File: src/rtl/spi_ram_pkg.sv
// Shared constants and state encoding for the SPI burst RAM slave.
package spi_ram_pkg;

  localparam int unsigned CMD_LEN = 2;

  localparam logic [CMD_LEN-1:0] CMD_WR_BURST = 2'b00;
  localparam logic [CMD_LEN-1:0] CMD_RD_BURST = 2'b01;

  typedef enum logic [2:0] {
    ST_IDLE    = 3'd0,
    ST_CMD     = 3'd1,
    ST_ADDR    = 3'd2,
    ST_WR_DATA = 3'd3,
    ST_RD_TURN = 3'd4,
    ST_RD_DATA = 3'd5,
    ST_IGNORE  = 3'd6
  } state_t;

endpackage

File: src/rtl/spi_ram_burst_slave_if.sv
// Pin-level SPI slave bundle: select, serial data in/out and status flags.
interface spi_ram_burst_slave_if;

  logic SS_n;
  logic MOSI;
  logic MISO;
  logic busy;
  logic err;

  modport slave (
    input  SS_n,
    input  MOSI,
    output MISO,
    output busy,
    output err
  );

  modport master (
    output SS_n,
    output MOSI,
    input  MISO,
    input  busy,
    input  err
  );

endinterface

File: src/rtl/spi_ram_sp.sv
// Single-port synchronous RAM with registered read data; array is not reset.
module spi_ram_sp #(
  parameter int unsigned ADDR_W = 8,
  parameter int unsigned DATA_W = 8,
  parameter int unsigned DEPTH  = 256
) (
  input  logic              clk,
  input  logic              i_we,
  input  logic              i_re,
  input  logic [ADDR_W-1:0] i_addr,
  input  logic [DATA_W-1:0] i_din,
  output logic [DATA_W-1:0] o_dout
);

  logic [DATA_W-1:0] r_mem [DEPTH];
  logic [DATA_W-1:0] r_dout;

  always_ff @(posedge clk) begin
    if (i_we) begin
      r_mem[i_addr] <= i_din;
    end
    if (i_re) begin
      r_dout <= r_mem[i_addr];
    end
  end

  assign o_dout = r_dout;

endmodule

File: src/rtl/spi_ram_burst_slave.sv
// SPI slave on the system clock: framed burst write/read into a single-port RAM
// with auto-incrementing, wrapping address pointer and error flagging.
module spi_ram_burst_slave
  import spi_ram_pkg::*;
#(
  parameter int unsigned ADDR_SIZE  = 8,
  parameter int unsigned DATA_WIDTH = 8,
  parameter int unsigned MEM_DEPTH  = 256
) (
  input  logic                  clk,
  input  logic                  rst,
  spi_ram_burst_slave_if.slave  bus
);

  localparam int unsigned MAX_AD  = (ADDR_SIZE > DATA_WIDTH) ? ADDR_SIZE : DATA_WIDTH;
  localparam int unsigned MAX_LEN = (MAX_AD > CMD_LEN) ? MAX_AD : CMD_LEN;
  localparam int unsigned CNT_W   = $clog2(MAX_LEN + 1);

  localparam logic [CNT_W-1:0] CNT_ONE       = CNT_W'(1);
  localparam logic [CNT_W-1:0] CNT_CMD_LAST  = CNT_W'(CMD_LEN - 1);
  localparam logic [CNT_W-1:0] CNT_ADDR_LAST = CNT_W'(ADDR_SIZE - 1);
  localparam logic [CNT_W-1:0] CNT_WORD_LAST = CNT_W'(DATA_WIDTH - 1);
  localparam logic [CNT_W-1:0] CNT_WORD      = CNT_W'(DATA_WIDTH);
  localparam logic [ADDR_SIZE-1:0] PTR_LAST  = ADDR_SIZE'(MEM_DEPTH - 1);

  function automatic logic [ADDR_SIZE-1:0] ptr_inc(input logic [ADDR_SIZE-1:0] p);
    return (p == PTR_LAST) ? '0 : p + ADDR_SIZE'(1);
  endfunction

  state_t                  r_state, w_state_nx;
  logic [CNT_W-1:0]        r_cnt, w_cnt_nx;
  logic [CMD_LEN-1:0]      r_cmd, w_cmd_nx;
  logic [ADDR_SIZE-2:0]    r_addr, w_addr_nx;
  logic [ADDR_SIZE-1:0]    r_ptr, w_ptr_nx;
  logic [DATA_WIDTH-2:0]   r_wsh, w_wsh_nx;
  logic [DATA_WIDTH-1:0]   r_rsh, w_rsh_nx;
  logic                    r_miso, w_miso_nx;
  logic                    r_err, w_err_nx;
  logic                    r_busy;
  logic                    r_ss_prev;

  logic                    w_we, w_re;
  logic [ADDR_SIZE-1:0]    w_ram_addr;
  logic [DATA_WIDTH-1:0]   w_ram_din;
  logic [DATA_WIDTH-1:0]   w_ram_dout;
  logic [ADDR_SIZE-1:0]    w_start;
  logic [ADDR_SIZE-1:0]    w_start_mod;

  assign w_start     = {r_addr, bus.MOSI};
  assign w_start_mod = ADDR_SIZE'(32'(w_start) % MEM_DEPTH);
  assign w_ram_din   = {r_wsh, bus.MOSI};

  spi_ram_sp #(
    .ADDR_W (ADDR_SIZE),
    .DATA_W (DATA_WIDTH),
    .DEPTH  (MEM_DEPTH)
  ) u_ram (
    .clk    (clk),
    .i_we   (w_we),
    .i_re   (w_re),
    .i_addr (w_ram_addr),
    .i_din  (w_ram_din),
    .o_dout (w_ram_dout)
  );

  always_ff @(posedge clk or posedge rst) begin
    if (rst) begin
      r_state <= ST_IDLE;
    end else begin
      r_state <= w_state_nx;
    end
  end

  // Next-state, datapath and RAM control; SS_n high overrides every state.
  always_comb begin
    w_state_nx = r_state;
    w_cnt_nx   = r_cnt;
    w_cmd_nx   = r_cmd;
    w_addr_nx  = r_addr;
    w_ptr_nx   = r_ptr;
    w_wsh_nx   = r_wsh;
    w_rsh_nx   = r_rsh;
    w_miso_nx  = 1'b0;
    w_err_nx   = 1'b0;
    w_we       = 1'b0;
    w_re       = 1'b0;
    w_ram_addr = r_ptr;

    if (bus.SS_n) begin
      w_state_nx = ST_IDLE;
      w_cnt_nx   = '0;
      w_err_nx   = (r_state == ST_WR_DATA) && (r_cnt != '0);
    end else begin
      unique case (r_state)
        ST_IDLE: begin
          if (r_ss_prev) begin
            w_state_nx = ST_CMD;
            w_cmd_nx   = {1'b0, bus.MOSI};
            w_cnt_nx   = CNT_ONE;
          end
        end
        ST_CMD: begin
          w_cmd_nx = {r_cmd[0], bus.MOSI};
          w_cnt_nx = r_cnt + CNT_ONE;
          if (r_cnt == CNT_CMD_LAST) begin
            w_cnt_nx   = '0;
            w_state_nx = (w_cmd_nx == CMD_WR_BURST || w_cmd_nx == CMD_RD_BURST) ?
                         ST_ADDR : ST_IGNORE;
          end
        end
        ST_ADDR: begin
          w_addr_nx = w_start[ADDR_SIZE-2:0];
          w_cnt_nx  = r_cnt + CNT_ONE;
          if (r_cnt == CNT_ADDR_LAST) begin
            w_cnt_nx = '0;
            w_ptr_nx = w_start_mod;
            if (r_cmd == CMD_RD_BURST) begin
              // Fetch the first word now so its MSB is ready when the turnaround ends.
              w_state_nx = ST_RD_TURN;
              w_re       = 1'b1;
              w_ram_addr = w_start_mod;
            end else begin
              w_state_nx = ST_WR_DATA;
            end
          end
        end
        ST_WR_DATA: begin
          w_wsh_nx = w_ram_din[DATA_WIDTH-2:0];
          w_cnt_nx = r_cnt + CNT_ONE;
          if (r_cnt == CNT_WORD_LAST) begin
            w_we     = 1'b1;
            w_ptr_nx = ptr_inc(r_ptr);
            w_cnt_nx = '0;
          end
        end
        ST_RD_TURN: begin
          w_state_nx = ST_RD_DATA;
          w_miso_nx  = w_ram_dout[DATA_WIDTH-1];
          w_rsh_nx   = {w_ram_dout[DATA_WIDTH-2:0], 1'b0};
          w_cnt_nx   = CNT_ONE;
        end
        ST_RD_DATA: begin
          // Prefetch the following word one cycle early for a gapless bit stream.
          if (r_cnt == CNT_WORD_LAST) begin
            w_re       = 1'b1;
            w_ram_addr = ptr_inc(r_ptr);
          end
          if (r_cnt == CNT_WORD) begin
            w_miso_nx = w_ram_dout[DATA_WIDTH-1];
            w_rsh_nx  = {w_ram_dout[DATA_WIDTH-2:0], 1'b0};
            w_ptr_nx  = ptr_inc(r_ptr);
            w_cnt_nx  = CNT_ONE;
          end else begin
            w_miso_nx = r_rsh[DATA_WIDTH-1];
            w_rsh_nx  = {r_rsh[DATA_WIDTH-2:0], 1'b0};
            w_cnt_nx  = r_cnt + CNT_ONE;
          end
        end
        ST_IGNORE: begin
          if (r_cnt == '0) begin
            w_err_nx = 1'b1;
            w_cnt_nx = CNT_ONE;
          end
        end
        default: begin
          w_state_nx = ST_IDLE;
          w_cnt_nx   = '0;
        end
      endcase
    end
  end

  always_ff @(posedge clk or posedge rst) begin
    if (rst) begin
      r_cnt     <= '0;
      r_cmd     <= '0;
      r_addr    <= '0;
      r_ptr     <= '0;
      r_wsh     <= '0;
      r_rsh     <= '0;
      r_miso    <= 1'b0;
      r_err     <= 1'b0;
      r_busy    <= 1'b0;
      r_ss_prev <= 1'b0;
    end else begin
      r_cnt     <= w_cnt_nx;
      r_cmd     <= w_cmd_nx;
      r_addr    <= w_addr_nx;
      r_ptr     <= w_ptr_nx;
      r_wsh     <= w_wsh_nx;
      r_rsh     <= w_rsh_nx;
      r_miso    <= w_miso_nx;
      r_err     <= w_err_nx;
      r_busy    <= (w_state_nx != ST_IDLE);
      r_ss_prev <= bus.SS_n;
    end
  end

  assign bus.MISO = r_miso;
  assign bus.busy = r_busy;
  assign bus.err  = r_err;

endmodule

File: src/flat_wrapper.sv
// flat-port wrapper written by rule: the top's interface ports become plain ports
module spi_ram_burst_slave_flat import spi_ram_pkg::*;
#(
  parameter int unsigned ADDR_SIZE  = 8,
  parameter int unsigned DATA_WIDTH = 8,
  parameter int unsigned MEM_DEPTH  = 256
)
  (clk, rst, bus_SS_n, bus_MOSI, bus_MISO, bus_busy, bus_err);
  spi_ram_burst_slave_if bus_i ();
  input  logic clk;
  input  logic rst;
  input wire logic [$bits(bus_i.SS_n)-1:0] bus_SS_n;
  input wire logic [$bits(bus_i.MOSI)-1:0] bus_MOSI;
  output wire logic [$bits(bus_i.MISO)-1:0] bus_MISO;
  output wire logic [$bits(bus_i.busy)-1:0] bus_busy;
  output wire logic [$bits(bus_i.err)-1:0] bus_err;
  assign bus_i.SS_n = bus_SS_n;
  assign bus_i.MOSI = bus_MOSI;
  assign bus_MISO = bus_i.MISO;
  assign bus_busy = bus_i.busy;
  assign bus_err = bus_i.err;
  spi_ram_burst_slave #(.ADDR_SIZE(ADDR_SIZE), .DATA_WIDTH(DATA_WIDTH), .MEM_DEPTH(MEM_DEPTH)) u_core (.clk(clk), .rst(rst), .bus(bus_i));
endmodule
File: config.mk
export PLATFORM = sky130hd
export DESIGN_NAME = spi_ram_burst_slave_flat
export DESIGN_NICKNAME = d
export VERILOG_FILES = /design/src/rtl/spi_ram_pkg.sv /design/src/rtl/spi_ram_burst_slave_if.sv /design/src/rtl/spi_ram_sp.sv /design/src/rtl/spi_ram_burst_slave.sv /design/src/flat_wrapper.sv
export SDC_FILE = /design/constraint.sdc
export NUM_CORES = 2
export LEC_CHECK = 0
export CAP_MARGIN = 15
export CORE_MARGIN = 5
export CORE_UTILIZATION = 27
export CTS_BUF_LIST = sky130_fd_sc_hd__clkbuf_8
export DETAILED_ROUTE_END_ITERATION = 16
export PLACE_DENSITY = 0.38
export SLEW_MARGIN = 20
export SYNTH_ARGS = -nofsm -noshare
export SYNTH_HDL_FRONTEND = slang
export SYNTH_SLANG_ARGS = --single-unit
File: constraint.sdc
create_clock -name clk -period 5.1 [get_ports clk]
set_input_delay 0.51 -clock clk [delete_from_list [all_inputs] [get_ports clk]]
set_output_delay 0.51 -clock clk [all_outputs]
set_load 0.005 [all_outputs]
==> flow_metrics.env <==
export IMPL_outcome="complete, no violations"
export IMPL_yosys_area_share_adder_pct=0.0595
export IMPL_clk_pin_slew_ns=0.05
export IMPL_avgSynthCellArea_um2=14.4
export IMPL_p_leak_nw=37.6
export IMPL_synthArstFlopShare_pct=2.00
export IMPL_viasPerCell=4.87
export IMPL_min_period_over_period_pct=98.6
export IMPL_crit_top_cell="buf_4"
export IMPL_grt_pass1_vias=53700
export IMPL_area_delta_synth_final_pct=19.9
export IMPL_cp_end_kind="flop"
export IMPL_cp_arrival_ns=5.87
export IMPL_ys_ff_latch=2098
export IMPL_grt_ovfl_total=0
export IMPL_ys_flop_type="edfxtp_1"
export IMPL_p_seq_share_pct=41.6
export IMPL_drc=0
export IMPL_startpoint_type="flop"
export IMPL_synth_edf_count=2056
export IMPL_root_buffer="clkbuf_8"
export IMPL_power_frac_clock_pct=30.7
export IMPL_ys_warn_count=0
export IMPL_vias=53500
export IMPL_final_util_pct=32.4
export IMPL_fin_area_mm2=0.101
export IMPL_ir_worst_vdd_mv=0.243
export IMPL_switching_share_pct=35.0
export IMPL_skew_ns=0.107
export IMPL_grt_max_degree=141
export IMPL_hold_ws_ns=0.337
export IMPL_syn_inst=5857
export IMPL_dp_hpwl_um=186000
export IMPL_seq_area_frac_synth_pct=74.7
export IMPL_synth_area_mm2=0.0841
export IMPL_setup_viol=0
export IMPL_dp_cells=10300
export IMPL_required_ns=5.94
export IMPL_fin_cells=11000
export IMPL_coreArea_mm2=0.311
export IMPL_fin_nets=6572
export IMPL_synthDistinctLibCells=76
export IMPL_layout_common_cells="edfxtp_1, nand2_1, buf_4"
export IMPL_htree_levels=5
export IMPL_clk_path_buf_depth=4
export IMPL_placed_area_mm2=0.0941
export IMPL_synth_mux_area_fraction_pct=4.16
export IMPL_cpPeakStageDelay_ns=0.67
export IMPL_clock_latency_ns=1.09
export IMPL_power_switching_w=0.0163
export IMPL_antenna_found_initial=29
export IMPL_rrSetupSlack_ns=0.07
export IMPL_cts_sink_count=2098
export IMPL_finalHoldViolations=0
export IMPL_numCtsBuffers=380
export IMPL_dieArea_mm2=0.323
export IMPL_power_frac_comb_pct=27.7
export IMPL_final_common_cell="edfxtp_1"
export IMPL_wl_per_cell_um=27.0
export IMPL_die_h_um=568
export IMPL_grt_usage_pct=17.8
export IMPL_final_max_slew_violation_count=0
export IMPL_die_w_um=568
export IMPL_cts_tree="built"
export IMPL_synth_compound_area_share_pct=8.51
export IMPL_p_int_w=0.0303
export IMPL_start_util_pct=27.0
export IMPL_antenna_left=0
export IMPL_crit_chain="ha_1 > and3b_2 > buf_4 > a21boi_0 > o21ai_0 > a21oi_1 > or2_1 > buf_4 > nand2_1 > buf_4 > a21oi_1 > buf_4 > nor3_1 > nor3b_2 > o21bai_1"
export IMPL_min_path_type="input pin to flop"
export IMPL_rows=205
export IMPL_synth_simple_gate_area_share_pct=10.1
export IMPL_drt_pass1_iter_count=5
export IMPL_io_pins=7
export IMPL_grt_pass1_wl_um=418000
export IMPL_synthXorXnorAreaFrac_pct=0.0312
export IMPL_first_iter_violations=4729
export IMPL_p_per_area_mw_per_mm2=463
export IMPL_drv_cap=0
export IMPL_critPathKind="flop to flop"
export IMPL_drive_above_1_share_pct=18.5
export IMPL_fmax_mhz=199
export IMPL_syn_nets=5865
export IMPL_drt_total_wl_um=297000
export IMPL_gp_congestion=0.811
export IMPL_crit_slowest_cell="a21oi_1"
export IMPL_synth_top_family_by_area="simple AND/OR/NAND/NOR gates"
export IMPL_period_needed_ns=5.03
export IMPL_slew_headroom_pct=19.1
export IMPL_worst_pin_slew_ns=1.21
export IMPL_place_port_buffers=6
export IMPL_crit_fanout=8
-- cell usage after synthesis, drive strengths merged, types with 23 or more instances --
cell / number / area (µm²)
nor3: 37 / 205
clkbuf: 178 / 669
and3: 199 / 1240
o2111ai: 28 / 245
buf: 243 / 1340
o22ai: 97 / 607
nand3: 207 / 1040
nand2: 1132 / 4250
a32oi: 99 / 867
mux2i: 315 / 3150
nor2: 312 / 1190
edfxtp: 2056 / 61700
a211oi: 178 / 1340
dfrtp: 42 / 1050
a311oi: 129 / 1140
o21ai: 143 / 723
a21oi: 103 / 519
nand4: 23 / 144
o211ai: 25 / 215
a22oi: 30 / 225
a31oi: 119 / 744
-- cell type report --
class / count / area [µm²]
flip-flops and latches: 2098 / 62800
multi-input cells: 3330 / 19500
clock inverters: 275 / 1300
fillers: 30800 / 210000
diodes: 2 / 5.00
repair buffers: 746 / 6680
clock buffers: 386 / 5310
inverters: 8 / 31.3
well taps: 4140 / 5180
-- flip-flops by register name, indices dropped and copies added (netlist names), 3 cells and up --
| register | flops |
|---|---|
| u_core.r_state | 3 |
| u_core.r_rsh | 7 |
| u_core.r_ptr | 8 |
| u_core.r_wsh | 7 |
| u_core.r_cnt | 4 |
| u_core.r_addr | 7 |
| u_core.u_ram.o_dout | 8 |
| u_core.u_ram.r_mem | 2048 |
-- repair_timing --
action | 4_1_cts | 5_1_grt
resized for setup | 3 | 2
endpoints found under the setup margin | 15 | 2
buffers inserted | 2 | 1
pin swaps | 1 | 1
hold buffers | 2 | 0
hold endpoints to repair | 26 | 0
cloned | 0 | 0
-- layer usage --
layer | track usage, % | wire [µm] | up-vias
met1 | 25.4 | 137000 | 27700
met3 | 2.51 | 15200 | 404
li1 | - | - | 24000
met2 | 28.6 | 138000 | 1490
met5 | 0 | 0 | -
met4 | 4.37 | 6770 | 0
-- per-stage QoR --
stage / setup TNS [ns] / worst slack (ns) / total power (W)
finish: 0 / 0.0697 / 0.0466
global route: -0.000589 / -0.000589 / 0.0485
CTS: 0 / 0.0581 / 0.0472
detailed placement: -3.95 / -0.577 / 0.0327
global placement: -3.57 / -0.573 / 0.0327
floorplan: 0 / 1.10 / 0.0257
-- critical path: cells and delay by family, from the launching register on --
| family | cells | cell delay, ns |
|---|---|---|
| AO/OA/AOI/OAI | 5 | 1.47 |
| flip-flops | 1 | 0.42 |
| AND/OR/NAND/NOR | 5 | 1.66 |
| buffers and inverters | 4 | 1.03 |
| adder cells (fa/ha/maj) | 1 | 0.26 |
-- worst paths after layout --
kind / start / end / cells after the start
setup / recovery: u_core.r_cnt[0]$_DFFE_PP0P_ / u_core.u_ram.o_dout[1]$_DFFE_PP_ / 15
hold / removal: bus_SS_n / u_core.r_ss_prev$_DFF_PP0_ / 2
setup reg to reg: u_core.r_cnt[0]$_DFFE_PP0P_ / u_core.u_ram.o_dout[1]$_DFFE_PP_ / 15
hold reg to reg: u_core.r_cmd[1]$_DFFE_PP0P_ / u_core.r_cmd[1]$_DFFE_PP0P_ / 1
max in group asynchronous: rst / u_core.r_wsh[5]$_DFFE_PP0P_ / 3
min in group asynchronous: rst / u_core.r_ss_prev$_DFF_PP0_ / 3
-- cell families (layout without fill, tap and decap cells) --
family,Yosys count,after routing
flip-flops,2098,2098
AND/OR/NAND/NOR,1971,1971
AO/OA/AOI/OAI,1014,1014
buffers and inverters,429,1415
multiplexers,338,338
adder cells (fa/ha/maj),4,4
XOR/XNOR,3,3
other,0,2
-- power by group through the flow --
stage | logic [W] | registers [W] | clock network, W
2_1_floorplan | 0.00582 | 0.0199 | 0
3_5_place_dp | 0.0129 | 0.0197 | 0
3_3_place_gp | 0.0130 | 0.0197 | 0
5_1_grt | 0.0135 | 0.0194 | 0.0156
6_report | 0.0129 | 0.0194 | 0.0143
4_1_cts | 0.0130 | 0.0194 | 0.0148
(Power assumes the default switching activity.)
